`config.mk`:
```
export PLATFORM = sky130hd
export DESIGN_NAME = gpio_pad_ctrl
export DESIGN_NICKNAME = d
export VERILOG_FILES = /design/src/rtl/gpio_pad_ctrl.sv
export SDC_FILE = /design/constraint.sdc
export NUM_CORES = 1
export LEC_CHECK = 0
export BUFFER_PORTS_ARGS = -buffer_cell sky130_fd_sc_hd__buf_2
export CAP_MARGIN = 15
export CORE_AREA = 3 3 191 193
export CTS_CLUSTER_SIZE = 25
export DETAILED_ROUTE_END_ITERATION = 16
export DIE_AREA = 0 0 194 196
export PLACE_DENSITY_LB_ADDON = 0.3
export SETUP_SLACK_MARGIN = 0.5
export SLEW_MARGIN = 30
export SYNTH_ARGS = -nofsm -noshare
export SYNTH_HDL_FRONTEND = slang
export SYNTH_SLANG_ARGS = --single-unit
```
`constraint.sdc`:
```
create_clock -name clk_i -period 15.8 [get_ports clk_i]
set_input_delay 3.16 -clock clk_i [delete_from_list [all_inputs] [get_ports clk_i]]
set_output_delay 3.16 -clock clk_i [all_outputs]
set_load 0.005 [all_outputs]
```
`src/rtl/gpio_pad_ctrl.sv`:
```
// GPIO pad controller: power-up sequencer, pad configuration registers and input conditioning.
// Optional per-pad input debounce is compiled in with GPIO_PAD_CTRL_DEBOUNCE_EN.
//
// state   | meaning
// OFF     | waiting for start_i, pads held safe
// PWRUP   | power-up hold for PWRUP_CYCLES clocks, pads safe
// RELEASE | one clock with pwrupzhl released, pads otherwise safe
// ACTIVE  | configuration registers drive the pads, writes accepted
module gpio_pad_ctrl #(
  parameter int NUM_PADS     = 32,
  parameter int SYNC_STAGES  = 2,
  parameter int PWRUP_CYCLES = 16,
  parameter int DEB_CYCLES   = 4
) (
  input  logic                clk_i,
  input  logic                rst_i,
  input  logic                start_i,
  output logic                active_o,
  input  logic                wr_valid_i,
  output logic                wr_ready_o,
  input  logic [2:0]          wr_addr_i,
  input  logic [NUM_PADS-1:0] wr_data_i,
  output logic [NUM_PADS-1:0] outi,
  output logic [NUM_PADS-1:0] enq,
  output logic [NUM_PADS-1:0] enabq,
  output logic [NUM_PADS-1:0] puq,
  output logic [NUM_PADS-1:0] pd,
  output logic [NUM_PADS-1:0] ppen,
  output logic [NUM_PADS-1:0] prg_slew,
  output logic [NUM_PADS-1:0] drv0,
  output logic [NUM_PADS-1:0] drv1,
  output logic [NUM_PADS-1:0] drv2,
  output logic [NUM_PADS-1:0] pwrup_pull_en,
  output logic [NUM_PADS-1:0] pwrupzhl,
  input  logic [NUM_PADS-1:0] dq,
  output logic [NUM_PADS-1:0] in_o
);

  localparam int PW = (PWRUP_CYCLES > 1) ? $clog2(PWRUP_CYCLES) : 1;
  localparam logic [NUM_PADS-1:0] ONES = {NUM_PADS{1'b1}};

  typedef enum logic [1:0] {OFF, PWRUP, RELEASE, ACTIVE} state_t;

  state_t                state;
  logic [PW-1:0]         pwr_cnt;
  logic                  active_q;
  logic                  zhl_q;
  logic [NUM_PADS-1:0]   out_r, oe_r, oe_d, ie_r, pu_r, pd_r, slew_r;
  logic [2:0]            drv_r;
  logic [2:0]            drv_wd;
  logic                  wr_en;
  logic [NUM_PADS-1:0]   oe_eff;
  logic [NUM_PADS-1:0]   sync_q [SYNC_STAGES];
  logic [NUM_PADS-1:0]   cond_in;

  always_ff @(posedge clk_i or posedge rst_i) begin
    if (rst_i) begin
      state    <= OFF;
      pwr_cnt  <= '0;
      active_q <= 1'b0;
      zhl_q    <= 1'b1;
    end else begin
      case (state)
        OFF: if (start_i) begin
          state   <= PWRUP;
          pwr_cnt <= PW'(PWRUP_CYCLES - 1);
        end
        PWRUP: begin
          if (pwr_cnt == '0) begin
            state <= RELEASE;
            zhl_q <= 1'b0;
          end else begin
            pwr_cnt <= pwr_cnt - 1'b1;
          end
        end
        RELEASE: begin
          state    <= ACTIVE;
          active_q <= 1'b1;
        end
        default: state <= ACTIVE;
      endcase
    end
  end

  assign active_o   = active_q;
  assign wr_ready_o = active_q;
  assign wr_en      = wr_valid_i & active_q;
  assign drv_wd     = 3'(wr_data_i);

  always_ff @(posedge clk_i or posedge rst_i) begin
    if (rst_i) begin
      out_r  <= '0;
      oe_r   <= '0;
      oe_d   <= '0;
      ie_r   <= '0;
      pu_r   <= '0;
      pd_r   <= '0;
      slew_r <= '0;
      drv_r  <= '0;
    end else begin
      oe_d <= oe_r;
      if (wr_en) begin
        case (wr_addr_i)
          3'd0: out_r  <= wr_data_i;
          3'd1: oe_r   <= wr_data_i;
          3'd2: ie_r   <= wr_data_i;
          3'd3: pu_r   <= wr_data_i;
          3'd4: pd_r   <= wr_data_i;
          3'd5: slew_r <= wr_data_i;
          3'd6: drv_r  <= drv_wd;
          default: ;
        endcase
      end
    end
  end

  // Enabling waits an extra clock behind oe_d; disabling follows oe_r directly.
  assign oe_eff = oe_r & oe_d;

  assign outi          = active_q ? out_r : '0;
  assign enq           = active_q ? ~oe_eff : ONES;
  assign enabq         = active_q ? ~ie_r : ONES;
  assign puq           = active_q ? ~(pu_r & ~pd_r) : ONES;
  assign pd            = active_q ? pd_r : '0;
  assign ppen          = active_q ? (pu_r | pd_r) : '0;
  assign prg_slew      = active_q ? slew_r : '0;
  assign drv0          = (active_q & drv_r[0]) ? ONES : '0;
  assign drv1          = (active_q & drv_r[1]) ? ONES : '0;
  assign drv2          = (active_q & drv_r[2]) ? ONES : '0;
  assign pwrup_pull_en = active_q ? '0 : ONES;
  assign pwrupzhl      = zhl_q ? ONES : '0;

  always_ff @(posedge clk_i or posedge rst_i) begin
    if (rst_i) begin
      for (int i = 0; i < SYNC_STAGES; i++) sync_q[i] <= '0;
    end else begin
      sync_q[0] <= dq;
      for (int i = 1; i < SYNC_STAGES; i++) sync_q[i] <= sync_q[i-1];
    end
  end

`ifdef GPIO_PAD_CTRL_DEBOUNCE_EN
  localparam int DW = (DEB_CYCLES > 1) ? $clog2(DEB_CYCLES) : 1;
  logic [DW-1:0]       deb_cnt [NUM_PADS];
  logic [NUM_PADS-1:0] deb_q;

  // Counter reloads whenever the synchronised bit agrees with the held value.
  always_ff @(posedge clk_i or posedge rst_i) begin
    if (rst_i) begin
      deb_q <= '0;
      for (int p = 0; p < NUM_PADS; p++) deb_cnt[p] <= '0;
    end else begin
      for (int p = 0; p < NUM_PADS; p++) begin
        if (sync_q[SYNC_STAGES-1][p] == deb_q[p]) begin
          deb_cnt[p] <= DW'(DEB_CYCLES - 1);
        end else if (deb_cnt[p] == '0) begin
          deb_q[p]   <= sync_q[SYNC_STAGES-1][p];
          deb_cnt[p] <= DW'(DEB_CYCLES - 1);
        end else begin
          deb_cnt[p] <= deb_cnt[p] - 1'b1;
        end
      end
    end
  end

  assign cond_in = deb_q;
`else
  assign cond_in = sync_q[SYNC_STAGES-1];
`endif

  assign in_o = cond_in & ~enabq;

endmodule

```
==> flow_metrics.py, run 1 <==
metrics = {
    "yosys": {
        "synth.top_cell.area_share_pct": 57.0,
        "synthCells": 1037,
        "syn-mean-instance-area_sq_um": 12.6,
        "synthArstFlopShare_pct": 100,
        "synth_edf_count": 0,
        "synth_ff_type": "dfrtp_1",
        "yosysSeqAreaShare_pct": 57.2,
        "syn_area_sq_um": 13100,
        "synth_common_cells": "298 x dfrtp_1, 167 x buf_4, 129 x mux2_2, 99 x and2_1, 67 x nor2_1",
        "syn_nets": 1109,
        "synth_most_common_cell": "dfrtp_1",
        "ys_ff_latch": 299,
        "synthTopCellsByArea": "dfrtp_1 57%, mux2_2 11%, buf_4 9.6%, and2_1 4.7%, mux2_4 3.4%",
        "yosysUniqueCellTypes": 37,
        "yosysWarnings": 0,
        "synth.largest_area_cell": "dfrtp_1",
    },
    "layout": {
        "utilization_pct": 46.1,
        "final_cells": 1848,
        "fillers": 3243,
        "area_growth_pct": 22.1,
        "drive_above_1_share_pct": 52.2,
        "final_nets": 1437,
        "final_area_sq_um": 16000,
    },
    "timing": {
        "clock.fmax_ghz": 0.163,
        "min_period_over_period_pct": 38.9,
        "tns_ns": 0,
        "setup_viol": 0,
        "finalWorstSetupSlack_ns": 9.65,
        "slew_violations": 0,
        "min_period_ns": 6.15,
        "slew_headroom_pct": 43.7,
        "hold_viol_final": 0,
        "worst_hold_slack_ns": 0.345,
        "rsz0062_at_grt": "no",
        "worst_clock_skew_ns": 0.0182,
        "tightest_slew_ns": 0.844,
    },
    "clock_tree": {
        "postCtsHoldBufs": 0,
        "cts_made_buffers": 35,
        "cts.sinks": 299,
        "cts_setup_buffers": 0,
        "cts.reportedPaths.clkPinSlew_ns": 0.06,
        "cts-root-buf": "clkbuf_16",
        "cts_tree": "yes",
        "insertion_delay_ns": 0.51,
        "ctsResizeCount": 0,
        "cts_buffer_depth": 3,
        "htree_num_levels": 2,
    },
    "grt": {
        "grtUsageTotal_pct": 17.0,
        "antenna_found_initial": 3,
        "grt_max_degree": 123,
        "grt_pass1_wl_um": 51400,
        "grt_pass1_vias": 8529,
        "gr-total-overflow": 0,
    },
    "route": {
        "dr.first_iter.drc_count": 252,
        "routedWlPerCell_um": 18.3,
        "vias_per_cell": 4.65,
        "drc": 0,
        "drt_wl_total_um": 33700,
        "first_pass_iters": 4,
        "dr_total_vias": 8598,
        "drtAntennaViolNets": 0,
    },
    "critical_path": {
        "cp.arrival_ns": 2.99,
        "crit_fanout": 122,
        "reg2reg_depth": 5,
        "max_stage_delay_ns": 0.79,
        "cp_data_required_time_ns": 12.64,
        "startpoint_type": "register",
        "path_cells": "buf_6 > and2_1 > buf_2",
        "crit_path_top_delay_cell": "and2_1",
        "critPathCaptureType": "output port",
        "worstSetupPathType": "register to output port",
    },
    "power_and_ir_drop": {
        "power_mw": 3.03,
        "leakagePower_nw": 8.45,
        "switching_power_mw": 0.961,
        "swShare_pct": 31.7,
        "pwr-share-seq_pct": 42.3,
        "p_int_mw": 2.07,
        "powerDensity_nw_per_um2": 190,
        "combPwrFrac_pct": 31.2,
        "clock_power_share_pct": 26.5,
        "ir_drop_mv": 0.108,
    },
    "placed_design": {
        "dpl_worst_slack_ns": 9.70,
        "gp_congestion": 0.836,
        "hpwl_um": 23000,
        "place_inst": 1782,
        "portBuffers": 488,
        "placed_area_sq_um": 14800,
    },
    "die": {
        "placeableCoreArea_sq_um": 34700,
        "fp.dieW_um": 194,
        "die_area_sq_um": 38000,
        "rows": 68,
        "ioPinCount": 489,
        "start_util_pct": 37.7,
        "die_h_um": 196,
    },
    "hold_path": {
        "hold_class": "register to register",
        "min_path_cells": 0,
    },
    "status": {
        "outcome": "complete, no violations",
    },
    "flow_run": {
        "maxCapViolations": 0,
    },
}
==> per-layer routing <==
| layer | part of all wire [%] | GRT usage (%) | up-vias | wire length (um) |
|---|---|---|---|---|
| li1 | - | - | 3965 | - |
| met1 | 43 | 22.4 | 4291 | 14500 |
| met2 | 49 | 28.7 | 287 | 16600 |
| met3 | 6.0 | 3.71 | 51 | 2020 |
| met4 | 1.9 | 4.47 | 4 | 631 |
| met5 | 0.074 | 0 | - | 25 |
==> cell families after synthesis <==
logic type	Yosys count	synth area share, %
DFF	299	57.2
buffers and inverters	212	11.1
muxes	195	17.6
and+or+nand+nor	318	13.4
AOI/OAI and AO/OA	12	0.621
adders and majority gates	1	0.0956
==> state kept, by name (all words and copies together) (netlist names) <==
| name | cells |
|---|---|
| cond_in | 32 |
| ie_r | 32 |
| oe_d | 32 |
| oe_r | 32 |
| out_r | 32 |
| pd_r | 32 |
| pu_r | 32 |
| slew_r | 32 |
| sync_q | 32 |
| pwr_cnt | 4 |
| drv_r | 3 |
| state | 2 |
| active_o | 1 |
| zhl_q | 1 |
==> placed cells by master, fill, tap and decap left out, drive strengths merged, types with 2 or more instances in the layout <==
cell and count:
a21o 2, and2 99, and3 34, buf 497, bufinv 2, clkbuf 50, clkinv 8, clkinvlp 2
dfrtp 298, inv 8, mux2 195, nand2 34, nand2b 3, nand3 35, nand3b 33, nor2 71
nor2b 2, o21ai 4
==> critical path, delay by kind of cell (launching register included) <==
kind	cells	cell delay (ns)
flops	1	0.71
simple gates	1	0.79
buf+inv	2	0.89
==> worst paths after layout <==
check | start | end | slack (ns)
max reg2reg | active_o$_DFFE_PP0N_ | slew_r[16]$_DFFE_PP0P_ | 12.60
min in group asynchronous | rst_i | pd_r[16]$_DFFE_PP0P_ | 2.75
min reg2reg | sync_q[39]$_DFF_PP0_ | cond_in[7]$_DFF_PP0_ | 0.35
max in group asynchronous | rst_i | active_o$_DFFE_PP0N_ | 11.09
max | active_o$_DFFE_PP0N_ | drv2[8] | 9.65
min | sync_q[39]$_DFF_PP0_ | cond_in[7]$_DFF_PP0_ | 0.35
==> power groups by stage <==
stage / clock (mW) / sequential, mW / combinational, mW
floorplan: 0 / 1.20 / 0.731
global placement: 0 / 1.30 / 0.926
detailed placement: 0 / 1.32 / 0.937
CTS: 0.825 / 1.31 / 0.940
global route: 0.860 / 1.33 / 1.05
finish: 0.802 / 1.28 / 0.946
==> layout make-up <==
class / count / area, sq um / area share [%]
antenna: 1 / 2.50 / 0.0157
clock buffer: 50 / 1020 / 6.40
multi-input combinational: 526 / 4190 / 26.2
sequential: 299 / 7490 / 46.8
inverter: 6 / 32.5 / 0.203
timing repair buffer: 497 / 2540 / 15.9
tap: 455 / 569 / 3.56
clock inverter: 14 / 148 / 0.923
Power figures use the tool's default switching activity.
==> inputs of run 2 (changes only) <==
Settings changed: ABC_AREA from default to 1, CORE_AREA 3 3 191 193 to 3 3 187 189, DIE_AREA 0 0 194 196 to 0 0 190 192.
Clock period 15.8 ns to 5.4 ns, I/O delays scaled along.
==> flow_metrics.py, run 2 <==
metrics = {
    "status": {
        "outcome": "complete, no violations",
    },
    "timing": {
        "rsz0062_at_grt": "no",
        "slew_violations": 0,
        "slew_headroom_pct": 35.5,
        "hold_viol_final": 0,
        "tightest_slew_ns": 0.967,
        "setup_viol": 0,
        "min_period_ns": 3.59,
        "worst_clock_skew_ns": 0.0213,
        "min_period_over_period_pct": 66.5,
        "clock.fmax_ghz": 0.278,
        "tns_ns": 0,
    },
    "yosys": {
        "synth_most_common_cell": "nand2_1",
        "ys_ff_latch": 299,
        "synth_ff_type": "dfrtp_1",
        "synthCells": 1418,
        "synthArstFlopShare_pct": 100,
        "yosysSeqAreaShare_pct": 56.4,
        "yosysUniqueCellTypes": 25,
        "synth.largest_area_cell": "dfrtp_1",
        "syn-mean-instance-area_sq_um": 9.36,
        "yosysWarnings": 0,
        "synth_common_cells": "401 x nand2_1, 298 x dfrtp_1, 179 x inv_1, 159 x buf_4, 72 x o21ai_0",
        "synth.top_cell.area_share_pct": 56.2,
        "syn_nets": 1490,
        "synthTopCellsByArea": "dfrtp_1 56%, nand2_1 11%, buf_4 9.0%, inv_1 5.1%, o21ai_2 4.6%",
        "synth_edf_count": 0,
        "syn_area_sq_um": 13300,
    },
    "die": {
        "rows": 67,
        "placeableCoreArea_sq_um": 33400,
        "ioPinCount": 489,
        "fp.dieW_um": 190,
        "die_h_um": 192,
        "die_area_sq_um": 36500,
        "start_util_pct": 39.7,
    },
    "grt": {
        "grt_max_degree": 173,
        "grt_pass1_vias": 9140,
        "grtUsageTotal_pct": 17.5,
        "grtUsageMet3_pct": 2.97,
        "gr-total-overflow": 0,
        "use_met1_pct": 24.1,
        "antenna_found_initial": 2,
        "grt.busiest_layer": "met2",
        "grt_pass1_wl_um": 50700,
        "use_met2_pct": 28.8,
    },
    "clock_tree": {
        "cts_setup_buffers": 0,
        "cts_buffer_depth": 3,
        "cts.sinks": 299,
        "cts_made_buffers": 31,
        "insertion_delay_ns": 0.56,
        "cts_tree": "yes",
        "ctsResizeCount": 0,
        "cts-root-buf": "clkbuf_16",
        "postCtsHoldBufs": 0,
        "cts.reportedPaths.clkPinSlew_ns": 0.06,
        "htree_num_levels": 1,
    },
    "flow_run": {
        "maxCapViolations": 0,
    },
    "power_and_ir_drop": {
        "leakagePower_nw": 9.24,
        "ir_drop_mv": 0.241,
        "powerDensity_nw_per_um2": 399,
    },
    "route": {
        "dr.first_iter.drc_count": 565,
        "drc": 0,
        "drtAntennaViolNets": 0,
        "routedWlPerCell_um": 15.3,
        "vias_per_cell": 4.45,
        "dr_total_vias": 9803,
        "drt_wl_total_um": 33700,
        "first_pass_iters": 5,
    },
    "critical_path": {
        "cp_data_required_time_ns": 4.32,
        "startpoint_type": "register",
        "cp.arrival_ns": 2.51,
        "critPathCaptureType": "output port",
        "worstSetupPathType": "register to output port",
        "crit_fanout": 97,
    },
    "layout": {
        "num_antenna_cells": 0,
        "drive_above_1_share_pct": 37.5,
        "layout_commonest_cell": "buf_2",
        "area_growth_pct": 19.1,
        "final_cell_mix": "488 x buf_2, 401 x nand2_1, 297 x dfrtp_1",
        "utilization_pct": 47.3,
        "final_nets": 1802,
    },
    "placed_design": {
        "gp_congestion": 0.832,
        "portBuffers": 488,
        "hpwl_um": 23900,
    },
    "hold_path": {
        "hold_class": "register to register",
    },
}
## run 2: final timing paths
check | startpoint | to | slack, ns | cells past startpoint
setup / recovery | active_o$_DFFE_PP0N_ | puq[20] | 1.81 | 4
hold / removal | sync_q[48]$_DFF_PP0_ | cond_in[16]$_DFF_PP0_ | 0.35 | 0
setup reg to reg | active_o$_DFFE_PP0N_ | pu_r[24]$_DFFE_PP0P_ | 2.41 | 6
hold reg to reg | sync_q[48]$_DFF_PP0_ | cond_in[16]$_DFF_PP0_ | 0.35 | 0
max in group asynchronous | rst_i | pd_r[3]$_DFFE_PP0P_ | 3.69 | 4
min in group asynchronous | rst_i | cond_in[25]$_DFF_PP0_ | 0.49 | 2
## run 2: cell type report
cell class,count,area (sq um)
inverters,179,676
multi-input cells,725,3450
clock inverters,9,149
flip-flops and latches,299,7490
repair buffers,494,2540
fillers,3220,17600
well taps,448,561
clock buffers,48,940
## run 2: cells by family after synthesis
kind of cell | Yosys count | share of synthesized area, %
DFF | 299 | 56.4
adders and majority gates | 1 | 0.0942
buffers and inverters | 394 | 17.6
and+or+nand+nor | 525 | 16.5
AOI/OAI and AO/OA | 199 | 9.45
## run 2: layer usage
layer  share of wire, %  routed length, um
met2                 47              15900
met1                 44              14700
met4                2.6                891
met5              0.098                 33
met3                6.4               2160
## run 2: power breakdown
| group | internal (mW) | switching (mW) |
|---|---|---|
| clock | 1.38 | 0.866 |
| sequential | 2.58 | 0.196 |
| combinational | 0.587 | 0.700 |
| total | 4.55 | 1.76 |
## run 2: worst max-delay path: stages, from the launching register on
cell     delay (ns)
dfrtp_4        0.84
buf_12         0.42
nand2_1        0.15
or2_2          0.30
buf_2          0.13
## run 2: through the flow
stage / instance area, sq um / cells / total power, mW / worst slack (ns) / hold WS (ns)
2_1_floorplan: 13300 / 1418 / 3.63 / 0.348 / 0.331
3_3_place_gp: 14700 / 2144 / 4.10 / 2.46 / 0.332
3_5_place_dp: 14700 / 2144 / 4.13 / 2.40 / 0.335
4_1_cts: 15800 / 2201 / 6.40 / 1.80 / 0.347
5_1_grt: 15800 / 2202 / 6.70 / 1.67 / 0.353
6_report: 15800 / 2202 / 6.31 / 1.81 / 0.346
==> inputs of run 3 (changes only) <==
Clock period 5.4 ns to 2.99 ns, I/O delays scaled along.
==> flow_metrics.py, run 3 (same netlist as run 2, synthesis figures left out) <==
metrics = {
    "status": {
        "outcome": "complete, no violations",
    },
    "grt": {
        "gr-total-overflow": 0,
        "grt_max_degree": 109,
        "grtUsageTotal_pct": 18.7,
        "grt_pass1_wl_um": 53200,
        "grt_pass1_vias": 9397,
        "antenna_found_initial": 2,
    },
    "critical_path": {
        "worstSetupPathType": "register to output port",
        "cp_data_required_time_ns": 2.39,
        "startpoint_type": "register",
        "critPathCaptureType": "output port",
        "cp.arrival_ns": 1.89,
        "crit_fanout": 8,
    },
    "layout": {
        "drive_above_1_share_pct": 39.8,
        "final_cell_mix": "485 x buf_2, 390 x nand2_1, 297 x dfrtp_1",
        "multi_input_area_sq_um": 3520,
        "fillers": 3141,
        "seq_area_sq_um": 7490,
        "final_nets": 1832,
        "layout_commonest_cell": "buf_2",
        "final_cells": 2233,
        "area_growth_pct": 23.5,
    },
    "route": {
        "vias_per_cell": 4.50,
        "drtAntennaViolNets": 0,
        "dr.first_iter.drc_count": 520,
        "first_pass_iters": 7,
        "drt_wl_total_um": 36300,
        "routedWlPerCell_um": 16.2,
        "dr_total_vias": 10055,
        "drc": 0,
    },
    "die": {
        "die_area_sq_um": 36500,
        "ioPinCount": 489,
        "placeableCoreArea_sq_um": 33400,
        "fp.dieW_um": 190,
        "rows": 67,
        "start_util_pct": 39.7,
        "die_h_um": 192,
    },
    "timing": {
        "rsz0062_at_grt": "yes",
        "clock.fmax_ghz": 0.402,
        "min_period_ns": 2.49,
        "worst_clock_skew_ns": 0.0205,
        "setup_viol": 0,
        "min_period_over_period_pct": 83.2,
        "slew_violations": 0,
        "hold_viol_final": 0,
        "tns_ns": 0,
        "slew_headroom_pct": 40.2,
        "tightest_slew_ns": 0.896,
    },
    "placed_design": {
        "place_inst": 2152,
        "hpwl_um": 24500,
        "portBuffers": 488,
        "gp_congestion": 0.803,
    },
    "clock_tree": {
        "cts_tree": "yes",
        "cts_buffer_depth": 3,
        "cts-root-buf": "clkbuf_16",
        "postCtsHoldBufs": 0,
        "cts_made_buffers": 34,
        "insertion_delay_ns": 0.51,
        "cts.sinks": 299,
        "htree_num_levels": 2,
        "cts.reportedPaths.clkPinSlew_ns": 0.06,
    },
    "hold_path": {
        "hold_class": "input port to asynchronous set/reset pin",
    },
    "power_and_ir_drop": {
        "ir_drop_mv": 0.467,
        "leakagePower_nw": 9.46,
        "powerDensity_nw_per_um2": 726,
    },
    "flow_run": {
        "maxCapViolations": 0,
    },
}
==> run 3: where the power goes <==
| group | internal (mW) | leakage, nW | switching [mW] |
|---|---|---|---|
| Sequential | 4.67 | 3.69 | 0.371 |
| Combinational | 1.10 | 5.17 | 1.30 |
| Clock | 2.83 | 0.603 | 1.64 |
| Total | 8.59 | 9.46 | 3.32 |
==> run 3: area by class of cell <==
class                   instances  share of cell area, %
multi-input cells             725                   21.5
repair buffers                515                   17.4
clock inverters                10                  0.969
diodes                          2                 0.0305
well taps                     448                   3.42
clock buffers                  49                   6.53
inverters                     179                   4.21
flip-flops and latches        299                   45.7
repair inverters                6                  0.275
==> run 3: final timing paths <==
| kind | from | endpoint | slack (ns) | cells after the start |
|---|---|---|---|---|
| worst min register to register | sync_q[54]$_DFF_PP0_ | cond_in[22]$_DFF_PP0_ | 0.34 | 0 |
| worst max-delay path | active_o$_DFFE_PP0N_ | puq[31] | 0.50 | 5 |
| worst max register to register | active_o$_DFFE_PP0N_ | pu_r[15]$_DFFE_PP0P_ | 0.54 | 8 |
| max in group asynchronous | rst_i | drv_r[0]$_DFFE_PP0P_ | 2.04 | 3 |
| min in group clk_i | dq[6] | sync_q[38]$_DFF_PP0_ | 0.19 | 1 |
| worst min-delay path | rst_i | ie_r[14]$_DFFE_PP0P_ | 0.06 | 2 |
==> run 3: critical path, cell delays in order (launching register included) <==
cell	delay, ns
dfrtp_4	0.56
buf_12	0.17
clkbuf_16	0.17
nand2_2	0.07
or2_2	0.27
buf_2	0.13
==> run 3: repair_timing <==
| item | 4_1_cts | 5_1_grt |
|---|---|---|
| endpoints found under the setup margin | 307 | 140 |
| setup buffers | 7 | 3 |
| gates cloned | 4 | 6 |
| gates resized for setup | 13 | 28 |
==> run 3: routing by layer <==
| metal | routed length (um) | GRT usage, % |
|---|---|---|
| met3 | 2230 | 3.01 |
| met2 | 17700 | 32.0 |
| met4 | 773 | 4.95 |
| met1 | 15600 | 24.8 |
| met5 | 31 | 0 |
==> run 3: per-stage QoR <==
step                      instance area [sq um]  setup WS (ns)  utilization (%)  power, mW  hold slack (ns)
final                                     16400          0.501             49.0       11.9           0.0590
after global routing                      16400          0.442             49.0       12.6           0.0646
after CTS                                 16200          0.433             48.4       12.0           0.0459
after detailed placement                  14800          0.723             44.1       7.47            0.335
after global placement                    14800          0.758             44.1       7.41            0.332
after floorplan                           13300          -1.58                -       6.56            0.331
